[src/rtl/seq_detector_param.sv]
// seq_detector_param: Mealy serial pattern detector with a loadable pattern register.
// Define SEQ_DET_CNT_EN to add the saturating match_cnt output.
module seq_detector_param #(
  parameter int                PAT_W     = 4,
  parameter logic [PAT_W-1:0]  RESET_PAT = PAT_W'(4'b1010),
  parameter int                CNT_W     = 8
) (
  input  logic             clk,
  input  logic             reset,
  input  logic             din,
  input  logic             din_valid,
  input  logic             overlap,
  input  logic             pat_load,
  input  logic [PAT_W-1:0] pat_in,
  output logic             dout
`ifdef SEQ_DET_CNT_EN
  ,
  output logic [CNT_W-1:0] match_cnt
`endif
);

  localparam int FILL_W = $clog2(PAT_W);
  localparam logic [FILL_W-1:0] FILL_LAST = FILL_W'(PAT_W - 1);

  logic [PAT_W-1:0]  pat_q;
  logic [PAT_W-2:0]  hist_q;
  logic [FILL_W-1:0] fill_q;

  logic [PAT_W-1:0]  window;
  logic              full;
  logic              match;

  // The incoming bit completes the window combinationally, so dout has zero latency.
  assign window = {hist_q, din};
  assign full   = (fill_q == FILL_LAST);
  assign match  = reset & din_valid & ~pat_load & full & (window == pat_q);
  assign dout   = match;

  always_ff @(posedge clk) begin
    if (!reset) begin
      pat_q  <= RESET_PAT;
      hist_q <= '0;
      fill_q <= '0;
    end else if (pat_load) begin
      pat_q  <= pat_in;
      hist_q <= '0;
      fill_q <= '0;
    end else if (din_valid) begin
      hist_q <= window[PAT_W-2:0];
      if (match) begin
        // Overlap keeps the window full so the match suffix can start the next one.
        fill_q <= overlap ? FILL_LAST : '0;
      end else if (fill_q < FILL_LAST) begin
        fill_q <= fill_q + 1'b1;
      end else begin
        fill_q <= FILL_LAST;
      end
    end
  end

`ifdef SEQ_DET_CNT_EN
  always_ff @(posedge clk) begin
    if (!reset) begin
      match_cnt <= '0;
    end else if (pat_load) begin
      match_cnt <= '0;
    end else if (match && !(&match_cnt)) begin
      match_cnt <= match_cnt + 1'b1;
    end
  end
`endif

endmodule
[config.mk]
export PLATFORM = sky130hd
export DESIGN_NAME = seq_detector_param
export DESIGN_NICKNAME = d
export VERILOG_FILES = /design/src/rtl/seq_detector_param.sv
export SDC_FILE = /design/constraint.sdc
export NUM_CORES = 1
export LEC_CHECK = 0
export BUFFER_PORTS_ARGS = -buffer_cell sky130_fd_sc_hd__buf_2
export CAP_MARGIN = 40
export CORE_AREA = 2 2 39 41
export DETAILED_ROUTE_END_ITERATION = 6
export DIE_AREA = 0 0 41 43
export PLACE_DENSITY_LB_ADDON = 0.08
export SYNTH_ARGS = -nofsm -noshare
export SYNTH_HDL_FRONTEND = slang
export SYNTH_SLANG_ARGS = --single-unit
[constraint.sdc]
create_clock -name clk -period 1.13 [get_ports clk]
set_clock_uncertainty 0.1 [all_clocks]
set_input_delay 0.0565 -clock clk [delete_from_list [all_inputs] [get_ports clk]]
set_output_delay 0.0565 -clock clk [all_outputs]
set_load 0.05 [all_outputs]
==> out/results.ini <==
[yosys]
synth.cell_area_sq_um=413
synth_seq_area_share_pct=43.6
synth.mux.area_fraction_pct=17.0
synth.area.top_cells=dfxtp_1, mux2i_1, xor2_1
synth_compound_area_share_pct=5.45
synth-edff-count=0
synthAdderAreaFrac_pct=0
avgSynthCellArea_sq_um=10.3
yosysTopAreaCell=dfxtp_1
yosys.area.top_type_share_pct=43.6
yosysUniqueCellTypes=17
synth_flop_cell=dfxtp_1
synth_async_sr_flop_share_pct=0
netlist_top_cells_count=dfxtp_1, mux2i_1, xor2_1
yosysWarnings=0
synthCells=40
synth_top_family_by_area=simple AND/OR/NAND/NOR gates
ys_ff_latch=9
syn_nets=50
yosys.cell_count.top_type=dfxtp_1
synth-xor-area-share_pct=8.48
synthSimpleGateAreaFrac_pct=23.3

[sta]
max_freq_mhz=627
min_period_over_period_pct=141
timing.final.ws_setup_ns=-0.466
slew_violations=0
finalSetupViolations=3
min_period_ns=1.60
relSlewSlack_pct=83.5
max_slew.worst_pin.slew_ns=0.246
rsz0062_at_grt=yes
hold_viol_final=0
hold_ws_ns=0.0293

[critical_path]
critPathKind=flop to primary output
end_kind=primary output
arrival_ns=1.44
r2r-start=hist_q[2]$_SDFFE_PP0P_
cp-startpoint=hist_q[2]$_SDFFE_PP0P_
crit_path_max_fanout=2
startpoint_type=flop
critical_path_required_ns=0.97

[floorplanning]
die_area_sq_mm=0.00176
fp-row-count=14
die_y_um=43
core_sq_mm=0.00138
start_util_pct=29.8
pin_count=11
chipWidth_um=41

[grt]
antenna_found_initial=0
grt_max_degree=6
grt_util_all_layers_pct=12.8
grt_pass1_wl_um=1520
grt.overflow.total=0
grt_pass1_vias=382

[route]
viasPerCell=4.45
dr_total_vias=356
detail-route-antenna-nets=0
top_layer_used=met3
remaining_drc_errors=0
wl_met1_um=353
wl_met3_um=17
routed-wl-met2_um=488
drt-pass1-iter-count=1
wl_per_cell_um=10.7
wl_um=859
first_iter_violations=0

[placement]
place_congestion=0.704
dp_hpwl_um=659
post-place-ws_ns=-0.347
dp_cells=68
numPortBuffers=10

[cells_and_area]
drive_gt1_share_pct=32.8
antenna_cells=0
instances_no_fill=80
fin_util_pct=44.7
syn_to_final_growth_pct=49.7
nNetsFinal=75

[hold_path]
hold_start=pat_load
hp-class=input pin to flop

[outcome]
violations=negative setup slack
status=finished with violations

[pwr]
powerDensity_mw_per_mm2=1080
peakVddDrop_uv=713
p_leak_uw=0.000288

[clock_tree]
cts_root_buf=clkbuf_4
cts_sinks=9
cts_tree=built
clock_latency_ns=0.25
cts_buffer_depth=2
cts_made_buffers=3
cts_max_level=1
clk_pin_slew_ns=0.06

[run]
maxCapViolations=0

-- through the flow --
step           instance area (sq um)  total power, uW  TNS [ns]
2_1_floorplan                    415              391    -0.158
3_3_place_gp                     507              419    -0.303
3_5_place_dp                     507              422    -0.411
4_1_cts                          611              690    -0.689
5_1_grt                          618              716     -1.10
6_report                         618              670    -0.805
-- routing by layer --
layer / vias up / global-route usage, %
met4: 0 / 4.00
met2: 3 / 22.2
met1: 169 / 13.5
li1: 184 / -
met5: - / 0
met3: 0 / 4.71
-- registers in the layout, indices dropped and copies added (netlist names) --
register  cells
hist_q        3
pat_q         4
fill_q        2
-- where the power goes --
| group | switching (uW) | total [uW] | internal (uW) | leakage, uW |
|---|---|---|---|---|
| registers | 8.71 | 339 | 330 | 0.0000737 |
| logic | 38.3 | 93.4 | 55.2 | 0.000199 |
| clock network | 102 | 238 | 135 | 0.0000150 |
| total | 149 | 670 | 521 | 0.000288 |
-- cell type report --
class                   count  area, sq um
multi-input cells          29          226
repair buffers             22          165
clock buffers               4         26.3
fillers                   142          766
well taps                  16         20.0
flip-flops and latches      9          180
-- worst paths after layout --
path                                  to  slack [ns]  cells past startpoint
hold / removal    fill_q[0]$_SDFFE_PP0P_        0.03                      4
setup reg to reg  fill_q[1]$_SDFFE_PP0P_       -0.17                      5
hold reg to reg    pat_q[3]$_SDFFE_PN1P_        0.40                      2
setup / recovery                    dout       -0.47                      4
-- placed cells by master, fill, tap and decap left out, drive strengths merged --
cell type and n:
buf 16, dfxtp 9, mux2i 7, dlygate4sd3 6, xor2 4, clkbuf 4, nor2b 3, nor2 3
nand2 2, a21oi 2, nor4 1, and2 1, and4 1, nand2b 1, and3b 1, o21ai 1
nand3b 1, o211ai 1
-- logic make-up after synthesis --
logic type | after synthesis
multiplexers | 7
buffers and inverters | 2
AND/OR/NAND/NOR | 14
flip-flops | 9
AO/OA/AOI/OAI | 4
XOR/XNOR | 4
-- critical path, stage by stage, from the launching register on --
cell and delay (ns):
dfxtp_1 0.32, xor2_1 0.18, nor4_4 0.29, and4_4 0.26
buf_8 0.14
-- what timing repair did --
item,in CTS,in global routing
hold endpoints to repair,5,0
resized for setup,3,0
pin swaps,1,1
endpoints found under the setup margin,3,3
buffers inserted,1,1
hold buffers,6,0
Note: power is estimated with default switching activity, not from simulation.
